## src/rtl/nibble_arbiter.sv

```systemverilog
// nibble_arbiter: two-requester round-robin arbiter that serializes one byte
// per grant into a nibble-wide FIFO write port (low nibble, then high nibble).
//
// Ports:
//   clk, rst        clock; synchronous active-low reset
//   req0/req1       requester wants to write one byte
//   data0/data1     requester nibble (low first, then high)
//   grant0/grant1   requester owns the FIFO write port this cycle
//   fifo_din        nibble to FIFO Data_In
//   fifo_wr         FIFO write strobe (follows fifo_rdy while busy)
//   fifo_rdy        FIFO accepts a nibble this cycle
//   busy            byte transfer in progress (LOW or HIGH)
//   count0/count1   completed-byte counters, wrap modulo 2^CNT_W
//
// Build option: define NIBBLE_ARB_STATS_EN to build the byte counters;
// otherwise count0/count1 are tied to zero.
module nibble_arbiter #(
  parameter int CNT_W = 8
) (
  input  logic             clk,
  input  logic             rst,
  input  logic             req0,
  input  logic             req1,
  input  logic [3:0]       data0,
  input  logic [3:0]       data1,
  output logic             grant0,
  output logic             grant1,
  output logic [3:0]       fifo_din,
  output logic             fifo_wr,
  input  logic             fifo_rdy,
  output logic             busy,
  output logic [CNT_W-1:0] count0,
  output logic [CNT_W-1:0] count1
);

  typedef enum logic [1:0] {IDLE, LOW, HIGH} state_e;

  state_e state_q, state_d;
  logic   owner_q, owner_d;   // current byte owner
  logic   last_q,  last_d;    // last requester that completed a byte
  logic   active;

  always_comb begin
    state_d = state_q;
    owner_d = owner_q;
    last_d  = last_q;
    case (state_q)
      IDLE: begin
        if (req0 && req1)  owner_d = ~last_q;
        else if (req0)     owner_d = 1'b0;
        else if (req1)     owner_d = 1'b1;
        if (req0 || req1)  state_d = LOW;
      end
      LOW: begin
        if (fifo_rdy) state_d = HIGH;
      end
      HIGH: begin
        if (fifo_rdy) begin
          state_d = IDLE;
          last_d  = owner_q;
        end
      end
      default: state_d = IDLE;
    endcase
  end

  always_ff @(posedge clk) begin
    if (!rst) begin
      state_q <= IDLE;
      owner_q <= 1'b0;
      last_q  <= 1'b1;   // requester 0 wins the first tie
    end else begin
      state_q <= state_d;
      owner_q <= owner_d;
      last_q  <= last_d;
    end
  end

  // Outputs are gated by rst so nothing is written while reset is asserted,
  // including the cycle in which a partial byte is abandoned.
  assign active   = rst && (state_q != IDLE);
  assign busy     = active;
  assign grant0   = active && !owner_q;
  assign grant1   = active &&  owner_q;
  assign fifo_wr  = active && fifo_rdy;
  assign fifo_din = active ? (owner_q ? data1 : data0) : 4'h0;

`ifdef NIBBLE_ARB_STATS_EN
  logic [CNT_W-1:0] cnt0_q, cnt0_d, cnt1_q, cnt1_d;
  logic             done;

  assign done = (state_q == HIGH) && fifo_rdy;

  always_comb begin
    cnt0_d = cnt0_q;
    cnt1_d = cnt1_q;
    if (done && !owner_q) cnt0_d = cnt0_q + 1'b1;
    if (done &&  owner_q) cnt1_d = cnt1_q + 1'b1;
  end

  always_ff @(posedge clk) begin
    if (!rst) begin
      cnt0_q <= '0;
      cnt1_q <= '0;
    end else begin
      cnt0_q <= cnt0_d;
      cnt1_q <= cnt1_d;
    end
  end

  assign count0 = rst ? cnt0_q : '0;
  assign count1 = rst ? cnt1_q : '0;
`else
  assign count0 = '0;
  assign count1 = '0;
`endif

endmodule

```

## config.mk

```make
export PLATFORM = sky130hd
export DESIGN_NAME = nibble_arbiter
export DESIGN_NICKNAME = d
export VERILOG_FILES = /design/src/rtl/nibble_arbiter.sv
export SDC_FILE = /design/constraint.sdc
export NUM_CORES = 1
export LEC_CHECK = 0
export CELL_PAD_IN_SITES_DETAIL_PLACEMENT = 0
export CELL_PAD_IN_SITES_GLOBAL_PLACEMENT = 2
export CORE_MARGIN = 5
export CORE_UTILIZATION = 14
export CTS_BUF_LIST = sky130_fd_sc_hd__clkbuf_8
export DETAILED_ROUTE_END_ITERATION = 10
export PLACE_DENSITY = 0.77
export SYNTH_ARGS = -nofsm -noshare
export SYNTH_HDL_FRONTEND = slang
export SYNTH_SLANG_ARGS = --single-unit
```

## constraint.sdc

```tcl
create_clock -name clk -period 1.6 [get_ports clk]
set_clock_uncertainty 0.2 [all_clocks]
set_input_delay 0.48 -clock clk [delete_from_list [all_inputs] [get_ports clk]]
set_output_delay 0.48 -clock clk [all_outputs]
set_load 0.1 [all_outputs]
```

==> metrics.md <==
| Metric | Value |
|---|---|
| Outcome | `finished with violations` |
| Failing checks | `setup timing` |
| DRC violations left | `0` |
| Register area share after synthesis | `between 20% and 30%` |
| Final Wtd Congestion | `0.627` |
| First-pass detailed-route iteration total | `2` |
| CTS clk-pin slew, worst paths | `0.03 ns` |
| Clk_lat worst skew | `between 0.2 and 0.25 ns` |
| Multi-input gate area | `337 um^2` |
| Core box area | `between 2000 and 3000 um^2` |
| Overall routed net length | `approximately 1100 um` |
| CP required | `roughly 0.92 ns` |
| Post-synth top area cell | `buf_4` |
| Total die area | `slightly below 4000 um^2` |
| Synth top area cells | `buf_4 (31%), dfxtp_1 (21%), mux2i_1 (10%)` |
| Synth unique cells | `20` |
| CP Launch Point | `state_q[0]` |
| Vias per cell | `~3.6` |
| Worst setup path class | `reg -> out` |
| Final period utilization | `117%` |
| Top-area cell type share of the netlist area | `30.9%` |
| Total CTS buffers | `3` |
| Leak | `0.363 nW` |
| Avg Cell Area, Syn | `around 8 um^2` |
| Initial drt markers | `4` |
| Synthesized area | `between 300 and 400 um^2` |
| Final Hold Violating Endpoints | `0` |
| # IOs | `37` |
| Final setup vio count | `8` |
| # nets final | `93` |
| WL/cell | `9.93 um` |
| Yosys reg bits | `4` |
| Setup crit end kind | `primary output` |
| Min-delay src | `last_q` |
| Start of the worst register-to-register path | `state_q[0]` |
| Initial Utilization | `between 10% and 20%` |
| Hpwl dp | `a little over 900 um` |
| Initial antenna violation count | `0` |
| Longest Clk Path Bufs | `2` |
| Main flop type after synthesis | `dfxtp_1` |
| Max-slew violation count | `0` |
| Worst min path class | `reg -> reg` |
| Sequential Area | `about 86 um^2` |
| Largest net degree at the start of global routing | `9` |
| Die Width | `~63 um` |
| Maximum clock frequency | `roughly 540 MHz` |
| GR Util All Layers | `under 10%` |
| Setup ws final | `-0.266 ns` |
| FILL cells | `between 200 and 300` |
| # diodes | `0` |
| Rows | `19` |
| Buffers on Ports | `20` |
| EDFF count, synth | `0` |
| Grt total ovfl | `0` |
| Area after DPL | `approximately 760 um^2` |
| Period minus WS final | `roughly 1.9 ns` |
| Synth warnings | `0` |
| Final antenna-violating net count | `0` |
| Reg2Reg Depth | `3` |
| Vias in the first global route | `374` |
| CP max FO | `4` |
| Pwr Density | `slightly below 900 nW/um^2` |
| Root Driver | `clkbuf_8` |
| Reg2Reg Setup Slack | `roughly 0.19 ns` |
| Capturing point of the worst reg2reg path | `owner_q` |
| Area Growth Syn to Fin | `125%` |
| Capture point of the worst path | `fifo_wr` |
| TritonCTS clock tree | `built` |
| Die height | `62.7 um` |
| Clock Sinks | `4` |
| Via count | `about 400` |
| Share of synthesized registers carrying an async set or reset | `0%` |
| RSZ-0062 raised after global routing | `true` |
| Peak VDD IR | `0.000628 V` |
| Post-layout power | `0.000783 W` |
| Max-Cap Viols | `0` |
| Post-layout instance area | `between 800 and 900 um^2` |
| Post-Syn Instances | `between 40 and 50` |
| CP Data Arrival Time | `roughly 1.2 ns` |
| H-tree Lvls | `1` |
| First-pass GRT wire length | `approximately 1800 um` |
| Final hold slack | `between 0.2 and 0.3 ns` |
| Critical path startpoint category | `flop` |
| Layout cells sized above 1 | `between 40% and 50%` |
-- metrics by stage --
stage	setup WS, ns	utilization, %	cells	setup TNS [ns]
4_1_cts	-0.278	32.4	109	-1.93
5_1_grt	-0.301	32.4	109	-2.09
3_3_place_gp	-0.640	27.9	104	-5.91
2_1_floorplan	-0.262	-	63	-1.56
3_5_place_dp	-0.666	27.9	104	-6.13
6_report	-0.266	32.4	109	-1.78
-- layout make-up --
class	instances	area share, %
well taps	31	4.42
inverters	2	1.71
flip-flops and latches	4	9.84
repair buffers	29	40.9
multi-input cells	40	38.4
clock buffers	3	4.71
-- worst max-delay path, cell delays in order, from the launching register on --
cell and delay, ns:
dfxtp_2 0.32, o21ai_4 0.17, buf_12 0.15, inv_8 0.03, and2_4 0.13, buf_12 0.16
-- cell usage in the layout, fill, tap and decap left out, types with 3 or more instances in the layout --
cell type        instances
buf_12                   9
buf_4                    7
clkbuf_8                 3
clkdlybuf4s15_1          5
conb_1                  16
dlygate4sd2_1            5
mux2i_4                  4
nor2_4                   5
-- cell families (layout without fill, tap and decap cells) --
group	after synthesis	after routing	synth area share (%)
simple gates	14	14	22.5
flops	4	4	20.6
compound gates	6	6	11.6
mux	4	4	10.3
buf+inv	19	34	34.1
other cells	1	16	0.964
-- cells in the mapped netlist (2+ instances only) --
cell type	count
buf_4	16
or3b_1	2
and2_1	2
nand3b_1	2
dfxtp_1	4
mux2i_1	4
nor2_1	5
-- how the worst min path moves through the flow --
stage               slack, ns      to  depth (start not counted)
detailed placement       0.26  last_q                          1
global route             0.30  last_q                          1
floorplan                0.23  last_q                          1
CTS                      0.27  last_q                          1
finish                   0.26  last_q                          1
global placement         0.25  last_q                          1
-- metal layers --
layer  routed length, um  part of all wire, %  GRT usage [%]  vias up
met1                 490                   45           7.53      159
met4                  12                  1.1           2.39        0
met5                   0                    0              0        -
li1                    -                    -              -      197
met3                 159                   15           4.50        2
met2                 420                   39           6.99       31
-- report_power, final --
| group | switching [W] | total (W) | internal (W) |
|---|---|---|---|
| Combinational | 0.000318 | 0.000450 | 0.000132 |
| Clock | 0.0000519 | 0.000212 | 0.000160 |
| Sequential | 0.0000126 | 0.000121 | 0.000108 |
-- registers in the layout, indices dropped and copies added (netlist names) --
signal / cells
state_q: 2
last_q: 1
owner_q: 1
-- what timing repair did --
| action | in CTS | in global routing |
|---|---|---|
| pin swaps | 5 | 4 |
| setup endpoints to repair | 12 | 8 |
| setup buffers | 2 | 0 |
| hold buffers | 0 | 0 |
| resized for setup | 32 | 0 |
| endpoints found under the hold margin | 0 | 0 |
Power figures use the tool's default switching activity.
==> patch 1: new RTL, config.mk and constraints unchanged <==
Re-encode `state_e` (3 states) as one-hot, 3 bits wide.
--- a/src/rtl/nibble_arbiter.sv
+++ b/src/rtl/nibble_arbiter.sv
@@ -35,3 +35,3 @@
 
-  typedef enum logic [1:0] {IDLE, LOW, HIGH} state_e;
+  typedef enum logic [2:0] {IDLE = 3'b001, LOW = 3'b010, HIGH = 3'b100} state_e;
 
Check against the original RTL: no difference found for any inputs over 10 cycles, from zero or initial values and one cycle with rst low; not proved beyond that.
==> patch 1 against the unedited design <==
The flow still finishes with violations (negative setup slack); final cell count up 25%; synthesized area grew 18%; count of clock-buffer cells in the layout stayed put; sequential cell count is 1 higher; highest routed layer is now met3; register-to-register slack gained 40 ps; worst hold slack improved by 39 ps; power rose by 19%; final area grew 7.1%; die area rose by 15%; sequential share of layout area grew 1.2 points; routed wire length increased by 28%; setup slack got worse by 72 ps.
==> patch 1: results (changes against the unedited design) <==
[metrics] result of the run: finished with violations (unchanged)
[metrics] Iter 0 DRT Violations: 15 (was 4)
[metrics] number of cells on the worst reg-to-reg path: 5 (was 3)
[metrics] DR WL/cell: 10.20 um (was 9.927 um)
[metrics] Final Net Count: 106 (was 93)
[metrics] top fanout value on the critical path: 4 (unchanged)
[metrics] Cell variety after synth: 21 (was 20)
[metrics] global placement routability congestion: 0.7354 (was 0.6269)
[metrics] first-pass GRT wire length: 2021 um (was 1780 um)
[metrics] startpoint of the lowest-slack register-to-register path: state_q[1]$_SDFFE_PN0P_ (was state_q[0]$_SDFFE_PN0P_)
[metrics] crit path DAT: 1260 ps (was 1190 ps)
[metrics] # setup viols final: 8 (unchanged)
[metrics] worst reg2reg setup slack: 230 ps (was 190 ps)
[metrics] Placement Cell Area: 862.1 um^2 (was 755.7 um^2)
[metrics] total via count after detailed routing: 456 (was 389)
[metrics] final worst slack: -338.2 ps (was -265.8 ps)
[metrics] Detailed Routing Iterations Pass 1: 4 (was 2)
[metrics] worst hold path cell count: 2 (was 1)
[metrics] P_sw: 0.4607 mW (was 0.3825 mW)
[metrics] combined global-route utilization of all metal layers: 6.276% (was 5.839%)
[metrics] violations in the final reports: negative setup slack (unchanged)
[metrics] maximum number of pins on one net before global-route repair: 8 (was 9)
[metrics] setup slack after placement: -711.6 ps (was -665.6 ps)
[metrics] via count of the first global-routing pass: 414 (was 374)
[metrics] peak supply drop: 459.8 uV (was 627.7 uV)
[metrics] largest registers: state_q (3), last_q (1), owner_q (1) (was state_q (2), last_q (1), owner_q (1))
[metrics] leading cell types by count after synthesis: buf_4 (16), nor2_1 (9), dfxtp_1 (5) (was buf_4 (16), nor2_1 (5), dfxtp_1 (4), mux2i_1 (4))
[metrics] fraction of layout cells with a size suffix above 1: 46.74% (was 48.72%)
[metrics] Setup Total Neg Slack: -2561 ps (was -1778 ps)
[metrics] reported leakage power: 0.4044 nW (was 0.3628 nW)
==> patch 1: cell families after synthesis <==
| group | count (synthesis) | share of synthesized area, % |
|---|---|---|
| and+or+nand+nor | 22 | 27.99 |
| buffers and inverters | 20 | 29.35 |
| AOI/OAI and AO/OA | 7 | 11.42 |
| DFF | 5 | 21.74 |
| muxes | 4 | 8.696 |
| other | 1 | 0.8144 |
==> patch 1: power groups by stage <==
stage,sequential [mW],combinational (mW),clock (mW)
floorplan,0.149,0.414,0
global placement,0.147,0.532,0
detailed placement,0.148,0.535,0
CTS,0.148,0.544,0.243
global route,0.149,0.568,0.255
finish,0.147,0.549,0.232
==> patch 1: path summary, 6_finish.rpt <==
check,to
max,fifo_din[1]
min,last_q$_SDFFE_PN1P_
max reg2reg,state_q[1]$_SDFFE_PN0P_
min reg2reg,last_q$_SDFFE_PN1P_
==> patch 1: cell type report <==
cell class / count / area [um^2]
Tap cell: 44 / 55.05
Inverter: 3 / 15.01
Sequential cell: 5 / 103.9
Timing Repair Buffer: 31 / 356.6
Fill cell: 349 / 2163
Clock buffer: 3 / 41.29
Clock inverter: 1 / 3.754
Multi-Input combinational cell: 49 / 364.1
==> patch 1: repair_timing <==
item | in CTS | in global routing
setup endpoints to repair | 8 | 8
pin swaps | 7 | 0
hold buffers | 0 | 0
gates resized for setup | 19 | 0
buffers inserted | 3 | 1
==> patch 1: worst reg2reg max path: stages, from the launching register on <==
cell,delay (ps)
dfxtp_2,310
nand2b_4,140
buf_4,130
buf_4,120
a2bb2oi_1,130
nor3b_1,230
==> patch 1: per-stage QoR <==
stage                     hold slack [ps]  std cells
after floorplan                     252.7         74
after global placement              269.9        129
after detailed placement            292.6        129
after CTS                           300.8        135
after global routing                321.3        136
final                               298.1        136
==> patch 1: metal layers <==
layer  up-vias  GRT usage, %  wire length (um)
li1        232             -                 -
met2        13         8.712               739
met5         -             0                 0
met1       211         8.028               577
met3         0         2.995                70
met4         0         3.038                 0
==> patch 2: new RTL, same flow settings <==
Without the edit above. Build with the macro `NIBBLE_ARB_STATS_EN` defined.
--- a/src/rtl/nibble_arbiter.sv
+++ b/src/rtl/nibble_arbiter.sv
@@ -16,2 +16,4 @@
 // otherwise count0/count1 are tied to zero.
+`define NIBBLE_ARB_STATS_EN
+
 module nibble_arbiter #(
Function: changed (a bounded check fails within 4 cycles, from zero or initial values and one cycle with rst low).
==> patch 2 against the unedited design <==
The run still ends with negative setup slack left; synthesized area increased to 2.9 times the old value; final area rose to 2.7 times the old value; setup slack lost 63 ps; power grew 63%; worst hold slack improved by 22 ps; sequential cell count grew 16; first-iteration DRC count grew to 10 times the old value; critical endpoint unchanged; routed wire length rose to 3.2 times the old value.
==> patch 2: results (changes against the unedited design) <==
[metrics] result of the run: finished with violations (unchanged)
[metrics] violations in the final reports: negative setup slack (unchanged)
[metrics] leading post-synthesis cells by cell area: dfxtp_1 (36%), and2_1 (7.8%), nor2_1 (7.0%) (was buf_4 (31%), dfxtp_1 (21%), mux2i_1 (10%))
[metrics] first-pass GRT wire length: 5644 um (was 1780 um)
[metrics] portion of netlist area occupied by mux cells: 11.32% (was 10.29%)
[metrics] # setup viols final: 34 (was 8)
[metrics] met1 GRT Util: 8.602% (was 7.535%)
[metrics] Detailed Routing Iterations Pass 1: 4 (was 2)
[metrics] most used routing layer: met2 (was met1)
[metrics] via count of the first global-routing pass: 1173 (was 374)
[metrics] peak supply drop: 260.8 uV (was 627.7 uV)
[metrics] top fanout value on the critical path: 2 (was 4)
[metrics] filler cell count: 800 (was 283)
[metrics] cell family contributing the most delay on the critical path: flip-flops (was buffers and inverters)
[metrics] Detail Placement HPWL: 2618 um (was 923.2 um)
[metrics] Cell variety after synth: 30 (was 20)
[metrics] combined global-route utilization of all metal layers: 6.975% (was 5.839%)
[metrics] total of buffers placed on input and output ports: 36 (was 20)
[metrics] crit path DAT: 1250 ps (was 1190 ps)
[metrics] Iter 0 DRT Violations: 41 (was 4)
[metrics] met3 track demand over resource in global routing: 2.314% (was 4.496%)
[metrics] fraction of layout cells with a size suffix above 1: 61.66% (was 48.72%)
[metrics] global placement routability congestion: 0.7186 (was 0.6269)
[metrics] CTS resizes: 54 (was 32)
[metrics] P_sw: 0.3844 mW (was 0.3825 mW)
[metrics] final worst slack: -329.0 ps (was -265.8 ps)
[metrics] clock network fraction of design power: 30.5% (was 27.1%)
[metrics] final routed wirelength across all metal layers: 3447 um (was 1082 um)
[metrics] reported leakage power: 0.9401 nW (was 0.3628 nW)
[metrics] top sig layer: met3 (was met4)
[metrics] leading cell types by count after synthesis: nor2_1 (21), dfxtp_1 (20), and2_1 (14) (was buf_4 (16), nor2_1 (5), dfxtp_1 (4), mux2i_1 (4))
[metrics] routed length on met3: 140 um (was 159 um)
[metrics] Final Net Count: 209 (was 93)
[metrics] routed length on met2: 1850 um (was 420 um)
[metrics] M1 wire length: 1456 um (was 490 um)
[metrics] Worst-Skew Late Latency: 260 ps (was 220 ps)
[metrics] fraction of the mapped netlist area in compound gates: 7.991% (was 11.58%)
==> patch 2: cell types whose count changed after synthesis, moves of 5 or more <==
cell and delta:
nand3_1 +6, dfxtp_1 +16, nor2_1 +16, a21oi_1 +6
mux2_2 +6, and2_1 +12, inv_1 +7, nand2_1 +5
nor3_1 +5, buf_4 -15
==> patch 2: cell families (layout without fill, tap and decap cells) <==
group	after synthesis	in the layout
mux	12	12
simple gates	67	67
fa+ha+maj	2	2
compound gates	16	16
flops	20	20
buf+inv	14	74
xor+xnor	2	2
==> patch 2: final cells by class <==
type | count | area share, %
Multi-Input combinational cell | 99 | 37.32
Timing Repair Buffer | 62 | 35.81
Sequential cell | 20 | 17.36
Tap cell | 102 | 5.301
Clock buffer | 4 | 2.287
Inverter | 8 | 1.923
==> patch 2: per-stage QoR <==
stage / setup slack [ps] / utilization, % / total power [mW] / cells
2_1_floorplan: -680.4 / - / 0.7110 / 133
3_3_place_gp: -750.3 / 26.06 / 0.8367 / 280
3_5_place_dp: -744.0 / 26.06 / 0.8389 / 280
4_1_cts: -343.0 / 29.90 / 1.295 / 290
5_1_grt: -388.4 / 30.99 / 1.338 / 295
6_report: -329.0 / 30.99 / 1.280 / 295
==> patch 2: worst paths after layout <==
kind                      startpoint                     end  slack [ps]  depth (start not counted)
min              last_q$_SDFFE_PN1N_     last_q$_SDFFE_PN1N_         280                          2
max reg2reg     owner_q$_SDFFE_PN0P_  cnt0_q[5]$_SDFFE_PN0P_        -120                          5
max          state_q[1]$_SDFFE_PN0P_                 fifo_wr        -330                          4
min reg2reg      last_q$_SDFFE_PN1N_     last_q$_SDFFE_PN1N_         280                          2
==> patch 2: worst min-delay path, cell delays in order, from the launching register on <==
cell	delay [ps]
dfxtp_1	330
nand2_1	50
nand3_1	70
